===== src/rtl/light_timer_pkg.sv =====
// Shared codes, defaults and FSM states for the light interval timer.
package light_timer_pkg;

  localparam logic [2:0] IV_BASE = 3'd0;
  localparam logic [2:0] IV_DBL  = 3'd1;
  localparam logic [2:0] IV_EXT  = 3'd2;
  localparam logic [2:0] IV_YEL  = 3'd3;

  localparam logic [1:0] PS_BASE = 2'd0;
  localparam logic [1:0] PS_EXT  = 2'd1;
  localparam logic [1:0] PS_YEL  = 2'd2;

  localparam logic [3:0] DEF_TB = 4'd6;
  localparam logic [3:0] DEF_TE = 4'd3;
  localparam logic [3:0] DEF_TY = 4'd2;

  typedef enum logic [1:0] {
    ST_IDLE,
    ST_RUN,
    ST_DONE
  } state_t;

  function automatic logic [4:0] sel_len(
    input logic [2:0] iv,
    input logic [3:0] tb,
    input logic [3:0] te,
    input logic [3:0] ty
  );
    logic [4:0] len;
    len = {1'b0, tb};
    case (iv)
      IV_DBL:  len = {tb, 1'b0};
      IV_EXT:  len = {1'b0, te};
      IV_YEL:  len = {1'b0, ty};
      default: len = {1'b0, tb};
    endcase
    return len;
  endfunction

endpackage


===== src/rtl/light_timer_tick_prescaler.sv =====
// Divides clk down to a one-cycle tick every TICK_DIV cycles.
// Held at zero while clear is high.
module tick_prescaler #(
  parameter int TICK_DIV = 100000000
) (
  input  logic clk,
  input  logic rst_n,
  input  logic clear,
  output logic tick
);

  localparam int CW = $clog2(TICK_DIV);
  localparam logic [CW-1:0] TERM = CW'(TICK_DIV - 1);

  logic [CW-1:0] cnt_q;

  assign tick = !clear && (cnt_q == TERM);

  always_ff @(posedge clk or negedge rst_n) begin
    if (!rst_n)
      cnt_q <= '0;
    else if (clear || tick)
      cnt_q <= '0;
    else
      cnt_q <= cnt_q + CW'(1);
  end

endmodule


===== src/rtl/light_timer.sv =====
// Interval countdown timer for the light FSM, one-second ticks.
// Define LIGHT_TIMER_PROG_EN to make tb/te/ty programmable.
module light_timer
  import light_timer_pkg::*;
#(
  parameter int TICK_DIV = 100000000
) (
  input  logic       clk,
  input  logic       rst_n,
  input  logic       prog_sync,
  input  logic [1:0] param_sel,
  input  logic [3:0] time_value,
  input  logic [2:0] interval,
  input  logic       start_timer,
  output logic       expired,
  output logic       busy,
  output logic [4:0] remaining
);

  logic [3:0] tb, te, ty;

`ifdef LIGHT_TIMER_PROG_EN
  logic [3:0] tb_q, te_q, ty_q;

  always_ff @(posedge clk or negedge rst_n) begin
    if (!rst_n) begin
      tb_q <= DEF_TB;
      te_q <= DEF_TE;
      ty_q <= DEF_TY;
    end else if (prog_sync) begin
      unique case (1'b1)
        param_sel == PS_BASE:
          tb_q <= (time_value == '0) ? DEF_TB : time_value;
        param_sel == PS_EXT:
          te_q <= (time_value == '0) ? DEF_TE : time_value;
        param_sel == PS_YEL:
          ty_q <= (time_value == '0) ? DEF_TY : time_value;
        default: ;
      endcase
    end
  end

  assign tb = tb_q;
  assign te = te_q;
  assign ty = ty_q;
`else
  logic unused_prog;
  assign unused_prog = ^{prog_sync, param_sel, time_value};
  assign tb = DEF_TB;
  assign te = DEF_TE;
  assign ty = DEF_TY;
`endif

  state_t     state_q, state_d;
  logic [4:0] rem_q, rem_d;
  logic       tick;
  logic       pclr;

  // Prescaler only runs in RUN; a (re)start realigns it.
  assign pclr = start_timer || (state_q != ST_RUN);

  tick_prescaler #(
    .TICK_DIV (TICK_DIV)
  ) u_presc (
    .clk   (clk),
    .rst_n (rst_n),
    .clear (pclr),
    .tick  (tick)
  );

  always_ff @(posedge clk or negedge rst_n) begin
    if (!rst_n) begin
      state_q <= ST_IDLE;
      rem_q   <= '0;
    end else begin
      state_q <= state_d;
      rem_q   <= rem_d;
    end
  end

  always_comb begin
    state_d = state_q;
    rem_d   = rem_q;
    if (start_timer) begin
      state_d = ST_RUN;
      rem_d   = sel_len(interval, tb, te, ty);
    end else begin
      unique case (state_q)
        ST_RUN: begin
          if (tick) begin
            rem_d = rem_q - 5'd1;
            if (rem_q == 5'd1)
              state_d = ST_DONE;
          end
        end
        ST_DONE: begin
          state_d = ST_IDLE;
          rem_d   = '0;
        end
        default: begin
          state_d = ST_IDLE;
          rem_d   = '0;
        end
      endcase
    end
  end

  assign busy      = (state_q == ST_RUN);
  assign expired   = (state_q == ST_DONE);
  assign remaining = rem_q;

endmodule


===== config.mk =====
export PLATFORM = sky130hd
export DESIGN_NAME = light_timer
export DESIGN_NICKNAME = d
export VERILOG_FILES = /design/src/rtl/light_timer_pkg.sv /design/src/rtl/light_timer_tick_prescaler.sv /design/src/rtl/light_timer.sv
export SDC_FILE = /design/constraint.sdc
export NUM_CORES = 1
export LEC_CHECK = 0
export CAP_MARGIN = 15
export CORE_MARGIN = 3
export CORE_UTILIZATION = 50
export DETAILED_ROUTE_END_ITERATION = 10
export HOLD_SLACK_MARGIN = 0.03
export PLACE_DENSITY = 0.75
export SLEW_MARGIN = 10
export SYNTH_ARGS = -nofsm -noshare
export SYNTH_HDL_FRONTEND = slang
export SYNTH_SLANG_ARGS = --single-unit

===== constraint.sdc =====
create_clock -name clk -period 1.7 [get_ports clk]
set_input_delay 0.425 -clock clk [delete_from_list [all_inputs] [get_ports clk]]
set_output_delay 0.425 -clock clk [all_outputs]
set_load 0.05 [all_outputs]

# Word-level counts from Yosys, hierarchy flattened
# Cells that the tools add are included.
# word_totals
ff_bits	34
latch_bits	0
ram_bits	0
romBits	0
input_bits	13
output_inout_bits	7
elab_cells	29
n_memories	0
# op_classes
addsub	2
n_mul	0
div	0
magnitude_cmp	0
eq_ne	10
n_shift	0
muxes	9
bitwise_logic	0
n_reduce_logical	5
# ops
cell	n
$add 27x1->27 const B	1
$eq 27x27->1 const B	1
$mux 27	1
$mux 5	3
$pmux 4 s3	1
$mux 2	4
$eq 3x2->1 const B	2
$ne 3x2->1 const B	2
$eq 5x1->1 const B	1
$sub 5x1->5 const B	1
$eq 3x1->1 const B	1
$eq 2x1->1 const B	1
$eq 2x2->1 const B	1
$logic_or 1x1->1	2
$ne 2x1->1 const B	1
$reduce_and 2->1	1
$logic_and 1x1->1	1
$logic_not 1->1	1

# Logic depth before layout (Yosys ltp)
# Gate-level depths: netlist of the first run.
# depth
ltp_word	7
depth_mapped	7
ltp_nobuf	6

# Modules after synthesis
# From an unflattened synthesis of the first run, not the netlist that was laid out.
# unflattened
cells_unflattened	215
area_unflattened_um2	1969.4
# modules_own_cells
mod	n_inst	cells_each	area_each_um2	seq_area_each_um2
tick_prescaler	1	173	1550.2	675.6
light_timer	1	42	419.2	175.2

# Worst setup path after synthesis of the first run
# No wires, ideal clock.
# synth_path
kind	reg-to-reg
start	register u_presc.cnt_q[12]
end	register rem_q[1], in the netlist remaining[1]
setup_time_ns	0.126
t_arrival_ns	1.686
t_required_ns	1.574
setup_slack_ns	-0.112
path_stages_with_launch	6
n_path_buf	1
synth_period_minus_slack_ns	1.812
cell_sequence	dfrtp_1 -> or4_1 -> or3_4 -> o21ai_4 -> buf_4 -> o22ai_1
# synth_via
elab_chain_len	3
# synth_rtl
element	line_no	rtl
from (decl)	light_timer_tick_prescaler.sv:15	logic [CW-1:0] cnt_q;
from (signal assigned)	light_timer_tick_prescaler.sv:25	cnt_q <= cnt_q + CW'(1);
$eq 27x27->1	light_timer_tick_prescaler.sv:17	assign tick = !clear && (cnt_q == TERM);
$logic_and 1x1->1	light_timer_tick_prescaler.sv:17	
$ne 3x2->1 (no line)	n/a	
to (signal assigned)	light_timer.sv:77	rem_q <= rem_d;
to (decl)	light_timer.sv:55	logic [4:0] rem_q, rem_d;
# Every way passes these cells.
# A chain may end at the register's enable or synchronous reset.

# Final worst setup path of the first run
# layout_path
start	register u_presc.cnt_q[19]
end	register rem_q[3], in the netlist remaining[3]
# The elaborated chain is that of the path after synthesis.

==> run metrics, run 1 <==
status finished with violations; failing checks setup timing; latest clock arrival within the worst-skew pair 0.28 ns; buffer depth of the longest clock path 2; leading register cell type out of synthesis sky130_fd_sc_hd__dfrtp_1; CTS H-Tree Depth 2; Comb power frac between 10% and 20%; crit-path max FO 6; max-slew headroom at the worst pin between 70 and 80%; sequential cell area fraction in the yosys report about 46%; Post-Syn Area ~1900 um2; clock root cell sky130_fd_sc_hd__clkbuf_8; fin crit share 112%; TritonCTS clock tree yes; Distinct cells, synth 43; worst hold endpoint u_presc.cnt_q[0]; number of pins exceeding their max-slew limit in the final report 0; FMAX 526 MHz; global route total overflow 0; start of the worst register-to-register path u_presc.cnt_q[19]; die height ~67 um; starting DRC count in detailed routing between 100 and 150; post-synthesis to final-layout area growth 28.7%; number of fill cells ~260; post-synthesis sequential element count 34; fraction of power consumed by the clock network between 30% and 40%; die area approximately 4500 um2; GRT Resource Usage Total between 20 and 25%; average via count per standard cell roughly 5.6; Power Total ~0.0016 W; Antenna Diode Count 0; Mapped Cells roughly 190; required time reported for the critical path endpoint between 1.5 and 2 ns; number of max-cap violations 0; final worst path period need between 1.5 and 2 ns; number of buffers created by CTS 5; layout cell share with drive strength beyond 1 between 20% and 30%; static leakage power approximately 1.1 nW; Critical Path Source Type register; arrival time at the worst endpoint 2.07 ns; critical hold path startpoint u_presc.cnt_q[0]; register area 851 um2; RSZ-0062 raised after global routing true; quantity of hold-fixing buffers added after cts 0; WL final 4.31 mm; Worst R2R Path Depth 5; final setup violation count 26; GPL Wtd Cong roughly 0.84; clk sink count 34; share of flip-flops with an asynchronous set or reset after synthesis between 90% and 100%; placeable core region about 3500 um2; worst hold-check path type register to register; number of nets in the layout about 250; pin count of the biggest net entering global routing 35; sequential share of power 51.4%; area of combinational cells with multiple inputs a little under 1000 um2; ratio of total power to cell area 688 nW/um2; start-to-end type of the worst setup path register to register; fraction of post-synthesis cell area in the top cell type by area a little under half; count of cells along the worst hold path 1; wire length per cell around 16 um; worst slew pin tran approximately 0.38 ns; count of buffers inserted at the top-level ports 12; hpwl dp 3.22 mm; endpoint kind of the worst setup timing path register; Internal Power approximately 0.0012 W; vias after detailed routing 1556; Yosys Warn Count 0; number of flops mapped to enable cells by yosys 0; number of top-level pins 20; clock-pin slew on the worst setup and hold paths about 0.070 ns; number of detailed-routing iterations run before antenna repair 4; net switching power around 0.00041 W; cell type contributing the most total cell area after synthesis sky130_fd_sc_hd__dfrtp_1; first-pass GRT wire length ~7.3 mm; Mapped Avg Cell Area approximately 9.6 um2; Starting Density between 50 and 60%; Post-DP Area around 2300 um2; setup clock skew after layout roughly 0.008 ns; cell types with the largest area share after synthesis sky130_fd_sc_hd__dfrtp_1 46%, sky130_fd_sc_hd__xor2_1 7.5%, sky130_fd_sc_hd__nor2_1 6.5%; number of placement rows 21; worst reg2reg path endpoint remaining[3]; post-route ant nets 0; post-route DRC violation count 0; antenna violations before repair 0; number of global-route vias before repair roughly 1600; net count after synthesis between 200 and 250; post-layout instance area 2390 um2; Chip Width 67.0 um; share of total power consumed by net switching 25.0%; worst vdd ir a little over 0.5 mV; Hold Vio Cnt, Final 0; reg2reg setup slack -0.20 ns; slack of the critical path -0.201 ns
what timing repair did:
action | CTS | global route
endpoints found under the setup margin | 26 | 29
hold endpoints to repair | 0 | 0
resized for setup | 6 | 2
pin swaps | 3 | 1
gates cloned | 0 | 0
setup buffers | 0 | 0
worst max-delay path, stage by stage, from the launching register on:
cell	delay, ns
sky130_fd_sc_hd__dfrtp_1	0.42
sky130_fd_sc_hd__or4b_4	0.53
sky130_fd_sc_hd__or3_4	0.35
sky130_fd_sc_hd__nor3_4	0.22
sky130_fd_sc_hd__a31o_2	0.20
sky130_fd_sc_hd__a21oi_1	0.06
state kept, by name, indices dropped and copies added, names as in the netlist:
signal,count
remaining,5
state_q,2
u_presc.cnt_q,27
power by group through the flow:
stage	clock, W	sequential, W	combinational (W)
2_1_floorplan	0	0.000882	0.0000610
3_3_place_gp	0	0.000859	0.000179
3_5_place_dp	0	0.000862	0.000186
4_1_cts	0.000625	0.000847	0.000190
5_1_grt	0.000664	0.000849	0.000206
6_report	0.000613	0.000847	0.000188
layout make-up:
class	count	share of cell area (%)
well taps	46	2.40
flip-flops and latches	34	35.5
repair buffers	38	16.8
clock inverters	2	0.523
inverters	6	0.941
clock buffers	6	3.45
multi-input cells	146	40.4
metal layers:
layer	GRT usage [%]	share of wire (%)	wire length, um
met3	5.23	3.3	141
met2	38.4	52	2220
met4	8.86	1.3	55
met5	0	0	0
met1	26.7	44	1890
synthesized netlist by cell type (3+ instances only):
| master | instances |
|---|---|
| sky130_fd_sc_hd__dfrtp_1 | 34 |
| sky130_fd_sc_hd__nor2_1 | 32 |
| sky130_fd_sc_hd__xor2_1 | 16 |
| sky130_fd_sc_hd__nand3_1 | 14 |
| sky130_fd_sc_hd__nand2_1 | 12 |
| sky130_fd_sc_hd__nand4_1 | 10 |
| sky130_fd_sc_hd__and3_1 | 8 |
| sky130_fd_sc_hd__a21oi_1 | 6 |
| sky130_fd_sc_hd__inv_1 | 6 |
| sky130_fd_sc_hd__xnor2_1 | 6 |
| sky130_fd_sc_hd__clkbuf_1 | 5 |
| sky130_fd_sc_hd__and4_1 | 4 |
| sky130_fd_sc_hd__ha_1 | 3 |
| sky130_fd_sc_hd__nor2b_1 | 3 |
per-stage QoR:
stage	util [%]	hold slack, ns	setup WS [ns]	instances	TNS (ns)
after floorplan	-	0.129	-0.102	194	-1.39
after global placement	65.4	0.434	-0.161	270	-3.23
after detailed placement	65.4	0.446	-0.188	270	-3.67
after CTS	68.9	0.455	-0.202	278	-4.07
after global routing	69.0	0.479	-0.255	278	-5.46
final	69.0	0.452	-0.201	278	-3.91
cell families (layout without fill, tap and decap cells):
logic type / Yosys count / in the layout / share of synthesized area, %
simple gates: 104 / 104 / 31.4
flops: 34 / 34 / 45.8
xor+xnor: 22 / 22 / 10.4
compound gates: 17 / 17 / 6.87
buf+inv: 14 / 52 / 3.63
fa+ha+maj: 3 / 3 / 2.02
worst max-delay path by stage:
stage / from / to / slack (ns)
CTS: u_presc.cnt_q[11] / remaining[0] / -0.20
finish: u_presc.cnt_q[19] / remaining[3] / -0.20
global placement: u_presc.cnt_q[11] / remaining[0] / -0.16
global route: u_presc.cnt_q[19] / remaining[3] / -0.25
floorplan: u_presc.cnt_q[10] / remaining[3] / -0.10
detailed placement: u_presc.cnt_q[11] / remaining[3] / -0.19
cells in the final DEF (no fill, tap or decap), drive strengths merged, types with 2 or more instances in the layout:
master          n
xnor2           6
or3             3
nand2b          2
and4            6
ha              3
a21o            2
a31o            2
nand3          14
clkbuf          6
inv             6
dfrtp          34
nor3            2
nor2           32
or4             2
nor2b           3
and3            9
a21oi           6
nand4          10
clkdlybuf4s50   5
xor2           16
nand2          12
buf            33
No activity file was read; power rests on OpenSTA's default activity.
==> run 2, diff against run 1 <==
--- a/config.mk
+++ b/config.mk
@@ -7,11 +7,12 @@
 export LEC_CHECK = 0
 export CAP_MARGIN = 15
 export CORE_MARGIN = 3
-export CORE_UTILIZATION = 50
+export CORE_UTILIZATION = 51
 export DETAILED_ROUTE_END_ITERATION = 10
 export HOLD_SLACK_MARGIN = 0.03
-export PLACE_DENSITY = 0.75
+export PLACE_DENSITY = 0.76
 export SLEW_MARGIN = 10
 export SYNTH_ARGS = -nofsm -noshare
 export SYNTH_HDL_FRONTEND = slang
+export SYNTH_HIERARCHICAL = 1
 export SYNTH_SLANG_ARGS = --single-unit
==> run 2 against run 1 <==
  * The run still ends with setup timing left
  * Global-route usage up 7.8 points
  * Sequential power hardly changed
  * Final area up 27%
  * Non-clock buffer count up 33
  * First-iteration DRC count grew to 3.0 times the previous value
  * Utilization grew 17 points
  * Routed wire length increased by 76%
  * Total power up 3.6%
  * Clock skew decreased by 0.0024 ns
  * Flip-flop and latch count is the same
  * Count of clock-buffer cells in the layout unchanged
==> run metrics, run 2 <==
die height 68.1 um (+1.7%); GPL Wtd Cong 0.891 (+5.8%); number of pins exceeding their max-slew limit in the final report 0 (unchanged); library cell with the highest instance count after synthesis sky130_fd_sc_hd__dfrtp_1; wire length per cell 23.1 um (+49%); WL final 7.60 mm (+76%); number of top-level pins 20 (unchanged); number of flops mapped to enable cells by yosys 0 (unchanged); GRT Resource Usage Total 30.1% (+7.8 points); Mapped Avg Cell Area 9.16 um2 (-4.4%); net switching power 0.000462 W (+12%); ratio of total power to cell area 562 nW/um2 (-18%); worst slew pin tran 0.368 ns (-0.0111 ns); Internal Power 0.00125 W (+0.85%); post-synthesis sequential element count 34 (unchanged); TritonCTS clock tree yes; post-route ant nets 0 (unchanged); arrival time at the worst endpoint 2.37 ns (+0.30 ns); final setup violation count 28 (+7.7%); die area 4640 um2 (+3.5%); clk sink count 34 (unchanged); cell type contributing the most total cell area after synthesis sky130_fd_sc_hd__dfrtp_1; antenna violations before repair 0 (unchanged); max FFs per register 27 (unchanged); cell class contributing the biggest share of worst-path delay simple AND/OR/NAND/NOR gates; cell types with the largest area share after synthesis sky130_fd_sc_hd__dfrtp_1 43%, sky130_fd_sc_hd__or4_1 4.6%, sky130_fd_sc_hd__nand3_1 4.1%; static leakage power 1.26 nW (+16%); share of total power consumed by net switching 27.0% (+2.0 points); hpwl dp 3.93 mm (+22%); top cells by instance count after synthesis 34 x sky130_fd_sc_hd__dfrtp_1, 21 x sky130_fd_sc_hd__nand2_1, 16 x sky130_fd_sc_hd__nand3_1; share of flip-flops with an asynchronous set or reset after synthesis 100% (unchanged); crit-path max FO 2 (-4); Comb power frac 13.7% (+2.3 points); Yosys Warn Count 6 (+6); Mapped Cells 215 (+11%); post-layout instance area 3040 um2 (+27%); number of detailed-routing iterations run before antenna repair 7 (+3); CTS H-Tree Depth 2 (unchanged); slack of the critical path -0.454 ns (-0.253 ns); worst path cell trace nor4bb_2 -> nand4_1 -> nor4_4 -> buf_4 -> nand2_2 -> or4_1 -> a21oi_1; largest stage delay on the critical path 0.42 ns (-0.11 ns); number of nets in the layout 300 (+21%); Final Hold Slack 0.503 ns (+0.0508 ns); Chip Width 68.1 um (+1.7%); clock root cell sky130_fd_sc_hd__clkbuf_8; max-slew headroom at the worst pin 75.2% (+0.86 points); Post-DP Area 2600 um2 (+14%); CP bufs+invs 1 (+1); post-route DRC violation count 0 (unchanged); worst vdd ir 0.520 mV (+3.5%); required time reported for the critical path endpoint 1.92 ns (+0.05 ns); most frequent standard cell in the layout excluding fill and tap cells sky130_fd_sc_hd__buf_4; Critical Path Source Type register; number of placement rows 21 (unchanged); Distinct cells, synth 50 (+16%); fraction of post-synthesis cell area in the top cell type by area 43.2% (-2.6 points); global route total overflow 0 (unchanged); setup clock skew after layout 0.00557 ns (-0.00244 ns); number of buffers created by CTS 5 (unchanged); Starting Density 55.9% (+2.3 points); clock-pin slew on the worst setup and hold paths 0.07 ns (about the same); leading register cell type out of synthesis sky130_fd_sc_hd__dfrtp_1; vias after detailed routing 2288 (+47%); fraction of power consumed by the clock network 36.7% (-0.5 points); reg2reg setup slack -0.45 ns (-0.25 ns); final worst path period need 2.15 ns (+0.253 ns); starting DRC count in detailed routing 350 (+200%); average via count per standard cell 6.95 (+24%); failing checks setup timing; endpoint kind of the worst setup timing path register; leading cell types in the layout, fill and taps excluded 44 x sky130_fd_sc_hd__buf_4, 34 x sky130_fd_sc_hd__dfrtp_1, 20 x sky130_fd_sc_hd__nand2_1, 16 x sky130_fd_sc_hd__nand3_1, 11 x sky130_fd_sc_hd__buf_12; fin crit share 127% (+15 points); number of max-cap violations 0 (unchanged); Antenna Diode Count 0 (unchanged); net count after synthesis 231 (+10%); sequential share of power 49.6% (-1.8 points); pin count of the biggest net entering global routing 35 (unchanged); minimum setup slack after placement -0.815 ns (-0.627 ns); layout cell share with drive strength beyond 1 41.7% (+16 points); latest clock arrival within the worst-skew pair 0.30 ns (+0.02 ns); status finished with violations; buffer depth of the longest clock path 2 (unchanged); start-to-end type of the worst setup path register to register; number of global-route vias before repair 2086 (+30%); placeable core region 3520 um2 (+1.5%); first-pass GRT wire length 10.0 mm (+37%); worst hold-check path type input pin to async pin; Hold Vio Cnt, Final 0 (unchanged); FMAX 464 MHz (-12%); RSZ-0062 raised after global routing true; Post-Syn Area 1970 um2 (+5.9%); register with the most flip-flops u_presc/cnt_q; crit path max-delay cell type sky130_fd_sc_hd__or4_1; post-synthesis to final-layout area growth 54.2%; sequential cell area fraction in the yosys report 43.2% (-2.6 points); count of buffers inserted at the top-level ports 12 (unchanged)
==> run 2: cells by family after synthesis <==
| group | Yosys count | share of synthesized area, % |
|---|---|---|
| fa+ha+maj | 3 | 1.91 |
| buf+inv | 17 | 3.81 |
| simple gates | 112 | 32.8 |
| compound gates | 41 | 14.7 |
| flops | 34 | 43.2 |
| xor+xnor | 8 | 3.56 |
==> run 2: stage by stage <==
step	std cells	total power [W]	TNS (ns)	utilization [%]
2_1_floorplan	215	0.000936	-3.63	-
3_3_place_gp	314	0.00103	-10.42	73.7
3_5_place_dp	314	0.00104	-13.89	73.7
4_1_cts	324	0.00168	-3.82	80.6
5_1_grt	329	0.00174	-8.62	86.2
6_report	329	0.00171	-7.10	86.2
==> run 2: layer usage <==
layer	wire (um)	GRT usage [%]	vias up
met2	3710	48.6	185
met3	547	6.90	55
met4	501	18.9	0
met1	2850	36.1	1091
met5	0	0	-
li1	-	-	957
==> run 2: what timing repair did <==
| action | CTS | global route |
|---|---|---|
| gates resized for setup | 27 | 41 |
| setup endpoints to repair | 28 | 31 |
| setup buffers | 5 | 11 |
| pin swaps | 13 | 20 |
| gates cloned | 1 | 0 |
| hold buffers | 0 | 0 |
==> run 2: cell type report <==
cell class | count | area [um2]
clock buffer | 6 | 82.6
fill | 173 | 484
inverter | 8 | 30.0
multi-input combinational | 164 | 1290
sequential | 34 | 851
tap | 46 | 57.6
timing repair buffer | 71 | 727
==> run 2: path summary, 6_finish.rpt <==
check                                  startpoint           endpoint  depth (start not counted)
max in group asynchronous                   rst_n   u_presc/cnt_q[5]                          2
worst max-delay path            u_presc/cnt_q[10]       remaining[4]                          7
worst min register to register   u_presc/cnt_q[0]   u_presc/cnt_q[0]                          2
min in group clk                 u_presc/cnt_q[0]   u_presc/cnt_q[0]                          2
worst max register to register  u_presc/cnt_q[10]       remaining[4]                          7
worst min-delay path                        rst_n  u_presc/cnt_q[22]                          2
==> run 2: power groups by stage <==
| stage | Combinational [W] | Sequential, W | Clock (W) |
|---|---|---|---|
| 2_1_floorplan | 0.0000573 | 0.000879 | 0 |
| 3_3_place_gp | 0.000178 | 0.000855 | 0 |
| 3_5_place_dp | 0.000186 | 0.000856 | 0 |
| 4_1_cts | 0.000213 | 0.000842 | 0.000625 |
| 5_1_grt | 0.000246 | 0.000846 | 0.000650 |
| 6_report | 0.000234 | 0.000846 | 0.000627 |
